$ cat src/rtl/mux_scan_sel.sv
// mux_scan_sel: registered CHANNELS:1 multiplexer of WIDTH-bit words.
// Manual mode selects the channel from sel. Auto-scan mode steps an internal
// index through the channels and dwells DWELL enabled cycles on each one.
// dout, ch, valid, wrap and sel_err are all registered.
// Optional feature macro: MUX_SCAN_MASK_EN adds a per-channel skip mask that
// applies to scan mode only.
// wrap is raised on the first sample of a new sweep, which is the sample that
// presents the first channel again after the last one.
module mux_scan_sel #(
  parameter int WIDTH    = 8,
  parameter int CHANNELS = 8,
  parameter int SEL_W    = 3,
  parameter int DWELL    = 4
) (
  input  logic                      clk,
  input  logic                      rst,
  input  logic                      en,
  input  logic                      mode,
  input  logic [SEL_W-1:0]          sel,
  input  logic [CHANNELS*WIDTH-1:0] din,
`ifdef MUX_SCAN_MASK_EN
  input  logic [CHANNELS-1:0]       mask,
`endif
  output logic [WIDTH-1:0]          dout,
  output logic [SEL_W-1:0]          ch,
  output logic                      valid,
  output logic                      wrap,
  output logic                      sel_err
);

  localparam int                 DCNT_W  = (DWELL > 1) ? $clog2(DWELL) : 1;
  localparam logic [DCNT_W-1:0]  DW_LAST = DCNT_W'(DWELL - 1);
  localparam logic [SEL_W:0]     CH_LIM  = (SEL_W + 1)'(CHANNELS);
`ifndef MUX_SCAN_MASK_EN
  localparam logic [SEL_W-1:0]   LAST_CH = SEL_W'(CHANNELS - 1);
`endif

  typedef enum logic {
    MANUAL = 1'b0,
    SCAN   = 1'b1
  } state_t;

  state_t              state_r;
  logic [SEL_W-1:0]    ch_q_r;
  logic [DCNT_W-1:0]   dwell_r;
  logic                wrap_pend_r;

  logic                entering_s;
  logic                live_s;
  logic [SEL_W-1:0]    base_ch_s;
  logic [DCNT_W-1:0]   base_dwell_s;
  logic                base_pend_s;
  logic [SEL_W-1:0]    succ_ch_s;
  logic                succ_cross_s;
  logic [SEL_W-1:0]    next_ch_s;
  logic [DCNT_W-1:0]   next_dwell_s;
  logic                next_pend_s;
  logic                sel_bad_s;
  logic [SEL_W-1:0]    sel_idx_s;
  logic [WIDTH-1:0]    man_word_s;
  logic [WIDTH-1:0]    scan_word_s;

`ifdef MUX_SCAN_MASK_EN
  logic                first_found_s;
  logic                first_cross_s;
  logic [SEL_W-1:0]    first_ch_s;
  logic                succ_found_s;

  // Nearest unmasked channel at or after cur (incl=1) or strictly after cur
  // (incl=0), searching circularly; result is {found, crossed_index_0, index}.
  function automatic logic [SEL_W+1:0] find_unmasked(
    input logic [SEL_W-1:0]    cur,
    input logic [CHANNELS-1:0] msk,
    input logic                incl
  );
    logic [SEL_W+1:0]    res;
    logic [CHANNELS-1:0] sh;
    int                  lo;
    int                  pos;
    res = '0;
    lo  = incl ? 0 : 1;
    // Walk from the farthest candidate to the nearest so the nearest wins.
    for (int off = CHANNELS; off >= 0; off--) begin
      pos = int'(cur) + off;
      if ((off >= lo) && (off < lo + CHANNELS)) begin
        if (pos >= CHANNELS) begin
          sh = msk >> (pos - CHANNELS);
          res = sh[0] ? res : {1'b1, 1'b1, SEL_W'(pos - CHANNELS)};
        end else begin
          sh = msk >> pos;
          res = sh[0] ? res : {1'b1, 1'b0, SEL_W'(pos)};
        end
      end else begin
        res = res;
      end
    end
    return res;
  endfunction
`endif

  // Scan bookkeeping: effective index/dwell for this edge and their successors.
  always_comb begin
    entering_s = (state_r == MANUAL);
`ifdef MUX_SCAN_MASK_EN
    {first_found_s, first_cross_s, first_ch_s} = find_unmasked('0, mask, 1'b1);
    live_s = first_found_s;
`else
    live_s = 1'b1;
`endif
    if (entering_s) begin
`ifdef MUX_SCAN_MASK_EN
      base_ch_s   = first_ch_s;
      base_pend_s = first_cross_s;
`else
      base_ch_s   = '0;
      base_pend_s = 1'b0;
`endif
      base_dwell_s = '0;
    end else begin
      base_ch_s    = ch_q_r;
      base_dwell_s = dwell_r;
      base_pend_s  = wrap_pend_r;
    end
`ifdef MUX_SCAN_MASK_EN
    {succ_found_s, succ_cross_s, succ_ch_s} = find_unmasked(base_ch_s, mask, 1'b0);
`else
    succ_ch_s    = (base_ch_s == LAST_CH) ? '0 : base_ch_s + SEL_W'(1);
    succ_cross_s = (base_ch_s == LAST_CH);
`endif
    if (base_dwell_s == DW_LAST) begin
`ifdef MUX_SCAN_MASK_EN
      next_ch_s   = succ_found_s ? succ_ch_s : base_ch_s;
`else
      next_ch_s   = succ_ch_s;
`endif
      next_dwell_s = '0;
      next_pend_s  = succ_cross_s;
    end else begin
      next_ch_s    = base_ch_s;
      next_dwell_s = base_dwell_s + DCNT_W'(1);
      next_pend_s  = 1'b0;
    end
  end

  // Word selection for both paths; an out-of-range manual select yields zero.
  always_comb begin
    sel_bad_s   = ({1'b0, sel} >= CH_LIM);
    sel_idx_s   = sel_bad_s ? '0 : sel;
    man_word_s  = sel_bad_s ? '0 : WIDTH'(din >> (int'(sel_idx_s) * WIDTH));
    scan_word_s = WIDTH'(din >> (int'(base_ch_s) * WIDTH));
  end

  // Mode FSM, scan index/dwell state and all registered outputs.
  always_ff @(posedge clk or posedge rst) begin
    if (rst) begin
      state_r     <= MANUAL;
      ch_q_r      <= '0;
      dwell_r     <= '0;
      wrap_pend_r <= 1'b0;
      dout        <= '0;
      ch          <= '0;
      valid       <= 1'b0;
      wrap        <= 1'b0;
      sel_err     <= 1'b0;
    end else begin
      state_r <= mode ? SCAN : MANUAL;
      case (mode)
        1'b0: begin
          ch_q_r      <= '0;
          dwell_r     <= '0;
          wrap_pend_r <= 1'b0;
          wrap        <= 1'b0;
          valid       <= en;
          if (en) begin
            dout    <= man_word_s;
            ch      <= sel;
            sel_err <= sel_bad_s;
          end
        end
        1'b1: begin
          if (en && live_s) begin
            dout        <= scan_word_s;
            ch          <= base_ch_s;
            valid       <= 1'b1;
            wrap        <= base_pend_s;
            ch_q_r      <= next_ch_s;
            dwell_r     <= next_dwell_s;
            wrap_pend_r <= next_pend_s;
          end else begin
            valid       <= 1'b0;
            wrap        <= 1'b0;
            ch_q_r      <= base_ch_s;
            dwell_r     <= base_dwell_s;
            wrap_pend_r <= base_pend_s;
          end
        end
        default: begin
          valid <= 1'b0;
          wrap  <= 1'b0;
        end
      endcase
    end
  end

endmodule

$ cat config.mk
export PLATFORM = sky130hd
export DESIGN_NAME = mux_scan_sel
export DESIGN_NICKNAME = d
export VERILOG_FILES = /design/src/rtl/mux_scan_sel.sv
export SDC_FILE = /design/constraint.sdc
export NUM_CORES = 1
export LEC_CHECK = 0
export CAP_MARGIN = 30
export CORE_MARGIN = 10
export CORE_UTILIZATION = 41
export DETAILED_ROUTE_END_ITERATION = 8
export HOLD_SLACK_MARGIN = 0.12
export PLACE_DENSITY = 0.92
export SYNTH_ARGS = -nofsm -noshare
export SYNTH_HDL_FRONTEND = slang
export SYNTH_SLANG_ARGS = --single-unit
$ cat constraint.sdc
create_clock -name clk -period 3 [get_ports clk]
set_clock_uncertainty 0.05 [all_clocks]
set_input_delay 0.45 -clock clk [delete_from_list [all_inputs] [get_ports clk]]
set_output_delay 0.45 -clock clk [all_outputs]
set_load 0.03 [all_outputs]
* After elaboration in Yosys (flattened, before gate mapping)
Index checks and enable logic that the tools add are counted. W data, S select, Z words.
Operators by class: add/subtract/negate cells 2, multiply operators 0, divide/modulo/power cells 0, $lt $le $gt $ge 0, equality and inequality tests 4, shifts and indexed selects 2, muxes and demuxes 24, bitwise operators 1, reduce and logical (&&, ||, !) cells 1
Operators with widths (number):
- $shr A64 B6 Y8 | 2
- $mux W3 | 6
- $mux W8 | 2
- $pmux W8 S2 | 1
- $pmux W3 S2 | 2
- $mux W1 | 6
- $mux W2 | 3
- $pmux W1 S2 | 3
- $ne A2 B2 Y1 const B | 2
- $pmux W2 S2 | 1
- $add A3 B1 Y3 const B | 1
- $eq A3 B3 Y1 const B | 1
- $add A2 B1 Y2 const B | 1
- $eq A2 B2 Y1 const B | 1
- $reduce_and A2 Y1 | 1
- $not A1 Y1 | 1
Word-level totals: bits in registers 20, latch bits 0, memory bits (writable) 0, ROM bits 0, input bits 71, word-level logic and storage cells 42, memories 0

* Depth between registers and ports, before layout
Gate-level depths: netlist of run 1.
depth in word-level cells 6, mapped depth 8, mapped depth without buffers 7

* Least setup slack after synthesis of run 1
OpenSTA, ideal clock, no wires.
kind input port to flip-flop, start input sel[1], end register dout[1], arrival 1.519 ns, data required time 2.824 ns, slack 1.305 ns, stages 6, path through nor2b_1 > a31oi_4 > buf_4 > mux2i_1 > o22ai_1 > a221o_1
On the way: cells in the longest elaborated chain, start to end 3
RTL lines:
- start: declaration | line 19 | input logic [SEL_W-1:0] sel,
- $shr A64 B6 Y8 | line 149 | man_word_s = sel_bad_s ? '0 : WIDTH'(din >> (int'(sel_idx_s) * WIDTH));
- $mux W8 | line 174 | if (en) begin
- $pmux W8 S2 | line 167 | case (mode)
- end signal: assignment | line 175 | dout <= man_word_s;
- end signal: assignment | line 182 | dout <= scan_word_s;
- end: declaration | line 24 | output logic [WIDTH-1:0] dout,
No other way between the ends. The select of a mux whose other input is x is not followed. A chain may end at the register's enable or synchronous reset.

* Worst setup path after layout of run 1
start input mode, end register dout[7]
On the way: cells in the longest elaborated chain, start to end 3, elaborated cells between the ends (all ways) 5, classes of those cells 2 x eq/ne; 1 x mux; 1 x bitwise; 1 x reduce/logical
RTL lines:
- start: declaration | line 18 | input logic mode,
- $not A1 Y1
- $ne A2 B2 Y1 (no source line)
- $reduce_and A2 Y1 (no source line)
Several ways; a longest one is shown, not always the timed one.

==> summary.txt, run 1 <==
Worst setup path
  – Ordered cell list for the critical path: clkdlybuf4s50_1 > nand2b_1 > nand2_1 > buf_4 > nand2_1 > a32oi_1 > a221o_1
  – Critical path class: primary input to register
  – Slowest CP cell: clkdlybuf4s50_1
  – Cell mode on critical path: nand2_1
  – Worst endpoint required time: 3.16 ns
  – CP peak stage delay: 0.63 ns
  – CP Launch Type: primary input
  – Critical Path Sink Type: register
  – CP Max Fanout: 12
  – Arrival @ worst endpoint: 2.46 ns

Logic synthesis
  – Area leader, netlist: dfrtp_1
  – Synth Area in XOR/XNOR: 1.22%
  – Ys async rst share: 100%
  – Post-Synth Simple-Gate Area: 21.0%
  – Synth area leaders: dfrtp_1 35%, mux2i_1 15%, nand2_1 7.9%
  – Most common cell in the netlist: nand2_1
  – Top_reg_cell synth: dfrtp_1
  – Compound-Gate Fraction of Synth Area: 19.5%
  – Top cell type's share of synthesized area: 34.9%
  – Netlist cell types: 35
  – Synth warn: 0
  – Flop and latch count out of synthesis: 20
  – Synthesized instance count: 156
  – Seq/Total Area, Yosys: 34.9%
  – Synth Area per Inst: 9.19 um^2
  – Synth top cells by count: 30 x nand2_1, 21 x mux2i_1, 20 x dfrtp_1
  – Synthesized Nets: 229
  – Adder-cell area share of the yosys netlist: 1.75%
  – Mux contribution to synthesized area: 14.7%
  – Largest family of logic cells by synthesized area: simple AND/OR/NAND/NOR gates
  – Post-synth EDFFs: 0
  – Mapped Area: 1430 um^2

Drt
  – DRT Pass-1 Iters: 4
  – Drt via density: 5.32
  – ANT nets after route: 0
  – DRC violations left: 0
  – DRT iter0 DRCs: 170
  – Final wirelength: 5260 um
  – Avg WL per Cell: 18.7 um
  – Vias: 1501

STA
  – Worst Tran Pin Value: 0.776 ns
  – Setup TNS: 0 ns
  – Worst Hold Slack: 0.473 ns
  – Min Tclk post-route: 2.31 ns
  – Final hold violation count: 0
  – Slew Limit Fails: 0
  – FMAX: 433 MHz
  – Max-slew headroom: 48.2%
  – # setup viols final: 0
  – Final WS setup: 0.693 ns
  – RSZ-0062 raised after global routing: no
  – Final Cycle Share: 76.9%

Global route
  – Initial antenna violation count: 0
  – Largest net degree at the start of global routing: 34
  – Gr usage total: 16.5%
  – First-pass GRT wire length: 8320 um
  – Vias in the first global route: 1627
  – GRT overflow: 0

Floorplan
  – Die ar.: 6260 um^2
  – Row count: 21
  – Die Span X: 79.1 um
  – # IOs: 85
  – Initial Utilization: 42.6%
  – Core Box Area: 3360 um^2
  – Die Ht: 79.1 um

Pwr
  – Logic pwr share: 36.0%
  – Seq pwr share: 37.1%
  – Static leakage: 1.03 nW
  – PD cells: 355 nW/um^2
  – Clk pwr share: 26.9%
  – Cell internal pwr: 0.591 mW
  – Psw: 0.236 mW
  – Switching fraction of total power: 28.6%
  – Power Total: 0.827 mW
  – Peak VDD IR: 0.000265 V

Finish
  – Diode count: 0
  – Util after Layout: 69.2%
  – Syn-to-layout area delta: 62.4%
  – Fill count: 269
  – Layout cells sized above 1: 7.20%
  – Layout net count: 310

Worst hold path
  – Hold crit path type: register to register

Place
  – Placer Congestion: 0.823
  – Post-DP HPWL: 4360 um
  – Worst slack, placed: 0.401 ns
  – PortBufs: 83

Clocking
  – Root Driver: clkbuf_4
  – Clock slew at reported path FFs: 0.12 ns
  – Cts repair resizes: 0
  – Clock tree sinks: 20
  – Clock Latency Late Sink: 0.31 ns
  – CTS Buffer Depth: 2
  – Post-CTS Hold Buffers: 0
  – CTS Buf Count: 3
  – Post-CTS setup buffer count: 0
  – TritonCTS clock tree: done
  – CTS H-tree lvls: 1

Flow run
  – Max-cap violation count: 0

Status
  – Outcome: completed
## state kept, by name (all words and copies together) (netlist names)
name,flops
wrap,1
state_r,1
ch,3
ch_q_r,3
wrap_pend_r,1
valid,1
dwell_r,2
dout,8
## layout by cell type, fill, tap and decap left out, types with 6 or more instances in the layout
master           netlist  final
clkdlybuf4s50_1        0     83
nand2_1               30     30
mux2i_1               21     21
dfrtp_1               20     20
a21oi_1                8      8
nor2_1                 6      6
and2_1                 6      6
## stage by stage
stage | instances | instance area, um^2
2_1_floorplan | 156 | 1430
3_3_place_gp | 278 | 2280
3_5_place_dp | 278 | 2280
4_1_cts | 282 | 2330
5_1_grt | 282 | 2330
6_report | 282 | 2330
## power groups by stage
stage	registers [mW]	clock network [mW]	logic, mW
floorplan	0.349	0	0.101
global placement	0.311	0	0.290
detailed placement	0.312	0	0.297
CTS	0.306	0.229	0.299
global route	0.309	0.235	0.317
finish	0.307	0.223	0.298
## kinds of logic (layout without fill, tap and decap cells)
kind of cell               after synthesis  after routing
buffers and inverters                   13             93
muxes                                   21             21
AOI/OAI and AO/OA                       36             36
adders and majority gates                2              2
xor gates and xnor gates                 2              2
and+or+nand+nor                         61             61
other                                    1              1
DFF                                     20             20
## path summary, 6_finish.rpt
kind                          from       to  slack, ns  depth (start not counted)
setup / recovery              mode  dout[7]       0.69                          7
hold / removal               ch[2]    ch[2]       0.47                          2
setup reg to reg           state_r  dout[7]       0.95                          6
hold reg to reg              ch[2]    ch[2]       0.47                          2
max in group asynchronous      rst    ch[1]       1.89                          2
min in group asynchronous      rst    valid       0.51                          2
## per-layer routing
metal,GRT usage (%),vias up,routed length [um]
li1,-,726,-
met1,18.3,713,2060
met2,29.4,52,2740
met3,3.04,10,321
met4,7.89,0,142
met5,0,-,0
## critical path: cells and delay by family
family	cells	cell delay [ns]
and+or+nand+nor	3	0.59
buffers and inverters	2	0.92
AOI/OAI and AO/OA	2	0.50
## final cells by class
cell class / count / area [um^2] / share of cell area, %
Clock inverter: 1 / 30.0 / 1.29
Sequential cell: 20 / 500 / 21.5
Tap cell: 46 / 57.6 / 2.47
Inverter: 2 / 7.51 / 0.322
Clock buffer: 3 / 22.5 / 0.967
Timing Repair Buffer: 87 / 873 / 37.5
Multi-Input combinational cell: 123 / 837 / 35.9
No activity file was read; power rests on OpenSTA's default activity.
==> run 2, diff against run 1 <==
- CORE_UTILIZATION: 41 -> 38
- PLACE_DENSITY: 0.92 -> 0.86
- clock period: 3 -> 2.2 ns (I/O delays scaled with it)
==> summary.txt, run 2 (same netlist as run 1, synthesis figures left out) <==
Floorplan
  – Die ar.: 6630 um^2 (+5.9%)
  – Row count: 22 (+4.8%)
  – Core Box Area: 3660 um^2 (+8.9%)
  – Die Ht: 81.4 um (+2.9%)
  – Initial Utilization: 39.2% (-3.5 points)
  – # IOs: 85 (unchanged)
  – Die Span X: 81.4 um (+2.9%)

STA
  – # setup viols final: 0 (unchanged)
  – Setup TNS: 0 ns (unchanged)
  – FMAX: 499 MHz
  – Slew Limit Fails: 0 (unchanged)
  – Final WS setup: 0.196 ns (-0.498 ns)
  – Final hold violation count: 0 (unchanged)
  – Final Cycle Share: 91.1%
  – RSZ-0062 raised after global routing: no
  – Min Tclk post-route: 2.00 ns

Finish
  – Most frequent cells in the layout: 83 x clkdlybuf4s50_1, 30 x nand2_1, 21 x mux2i_1
  – Syn-to-layout area delta: 67.5%
  – Max FFs per register: 8 (unchanged)
  – Top reg by flops: dout
  – Diode count: 0 (unchanged)
  – Layout cells sized above 1: 9.88% (+2.7 points)
  – Most common cell after layout, fill and taps aside: clkdlybuf4s50_1
  – Top flop regs: dout (8), ch (3), ch_q_r (3)
  – Fin cells: 291 (+3.2%)
  – Layout net count: 317 (+2.3%)
  – Fill count: 309 (+15%)

Clocking
  – Root Driver: clkbuf_8
  – CTS Buffer Depth: 2 (unchanged)
  – Cts repair resizes: 0 (unchanged)
  – Post-CTS Hold Buffers: 0 (unchanged)
  – CTS Buf Count: 3 (unchanged)
  – TritonCTS clock tree: done
  – Clock slew at reported path FFs: 0.08 ns (-0.04 ns)
  – CTS H-tree lvls: 1 (unchanged)
  – Clock Latency Late Sink: 0.26 ns (-0.05 ns)
  – Post-CTS setup buffer count: 0 (unchanged)
  – Clock tree sinks: 20 (unchanged)

Pwr
  – Static leakage: 1.07 nW (+4.0%)
  – Peak VDD IR: 0.000281 V (+6.1%)
  – PD cells: 500 nW/um^2 (+41%)

Worst setup path
  – CP Max Fanout: 9 (-3)
  – Crit. Startpoint: mode
  – Critical Path Sink Type: register
  – CP Launch Type: primary input
  – Worst endpoint required time: 2.36 ns (-0.80 ns)
  – Critical path class: primary input to register
  – Worst flop-to-flop path startpoint: state_r
  – Arrival @ worst endpoint: 2.16 ns (-0.30 ns)

Drt
  – Drt via density: 5.20 (-2.3%)
  – Final wirelength: 5240 um (-0.53%)
  – ANT nets after route: 0 (unchanged)
  – DRT Pass-1 Iters: 4 (unchanged)
  – Vias: 1513 (+0.80%)
  – DRT iter0 DRCs: 111 (-35%)
  – Avg WL per Cell: 18.0 um (-3.6%)
  – DRC violations left: 0 (unchanged)

Global route
  – Global-route track usage on met1: 18.3% (-0.085 points)
  – Largest net degree at the start of global routing: 32 (-5.9%)
  – First-pass GRT wire length: 7800 um (-6.2%)
  – Initial antenna violation count: 0 (unchanged)
  – Vias in the first global route: 1558 (-4.2%)
  – Met3 GRT Util: 2.73% (-0.31 points)
  – GRT overflow: 0 (unchanged)
  – GRT met2 Usage: 25.0% (-4.5 points)
  – Gr usage total: 15.1% (-1.4 points)
  – GR peak layer: met2

Place
  – PortBufs: 83 (unchanged)
  – Worst slack, placed: -0.0378 ns (-0.439 ns)
  – # placed instances: 287 (+3.2%)
  – Placer Congestion: 0.831 (+0.96%)
  – Post-DP HPWL: 4240 um (-2.7%)

Worst hold path
  – Hold crit path type: primary input to async pin

Flow run
  – Max-cap violation count: 0 (unchanged)

Status
  – Outcome: completed
run 2: changes by cell type in the layout (fill, tap and decap cells not counted), sizes merged:
| cell | delta |
|---|---|
| buf | +7 |
run 2: path summary, 6_finish.rpt:
path | slack (ns) | endpoint | depth (start not counted)
hold reg to reg | 0.47 | ch[2] | 2
min in group clk | 0.47 | ch[2] | 2
setup reg to reg | 0.28 | dout[6] | 6
hold / removal | 0.34 | ch_q_r[2] | 3
max in group asynchronous | 1.54 | ch[1] | 3
setup / recovery | 0.20 | dout[6] | 8
run 2: layout make-up:
cell class	instances	area, um^2	share of cell area (%)
multi-input cells	123	837	34.8
well taps	48	60.1	2.50
repair buffers	94	926	38.5
clock inverters	1	30.0	1.25
inverters	2	7.51	0.313
flip-flops and latches	20	500	20.8
clock buffers	3	41.3	1.72
run 2: per-layer routing:
layer / part of all wire (%) / up-vias / wire, um
li1: - / 738 / -
met1: 40 / 711 / 2090
met2: 52 / 52 / 2700
met3: 5.4 / 12 / 285
met4: 3.0 / 0 / 159
met5: 0 / - / 0
run 2: critical path, cell delays in order:
cell and delay (ns):
clkdlybuf4s50_1 0.49, buf_4 0.15, nand3_2 0.10, nand2_1 0.22
buf_4 0.21, nand2_1 0.06, a311oi_1 0.43, a211o_1 0.16
run 2: through the flow:
step	hold WS [ns]	utilization (%)	instance area, um^2	power, mW
4_1_cts	0.347	65.6	2400	1.20
6_report	0.339	65.6	2400	1.20
5_1_grt	0.384	65.6	2400	1.25
2_1_floorplan	0.244	-	1430	0.612
3_5_place_dp	0.451	63.7	2330	0.834
3_3_place_gp	0.444	63.7	2330	0.829
run 2: report_power, final:
part	internal [mW]	leakage [nW]	switching (mW)
clock network	0.243	0.0357	0.131
registers	0.398	0.254	0.0210
logic	0.232	0.783	0.177
total	0.873	1.07	0.329
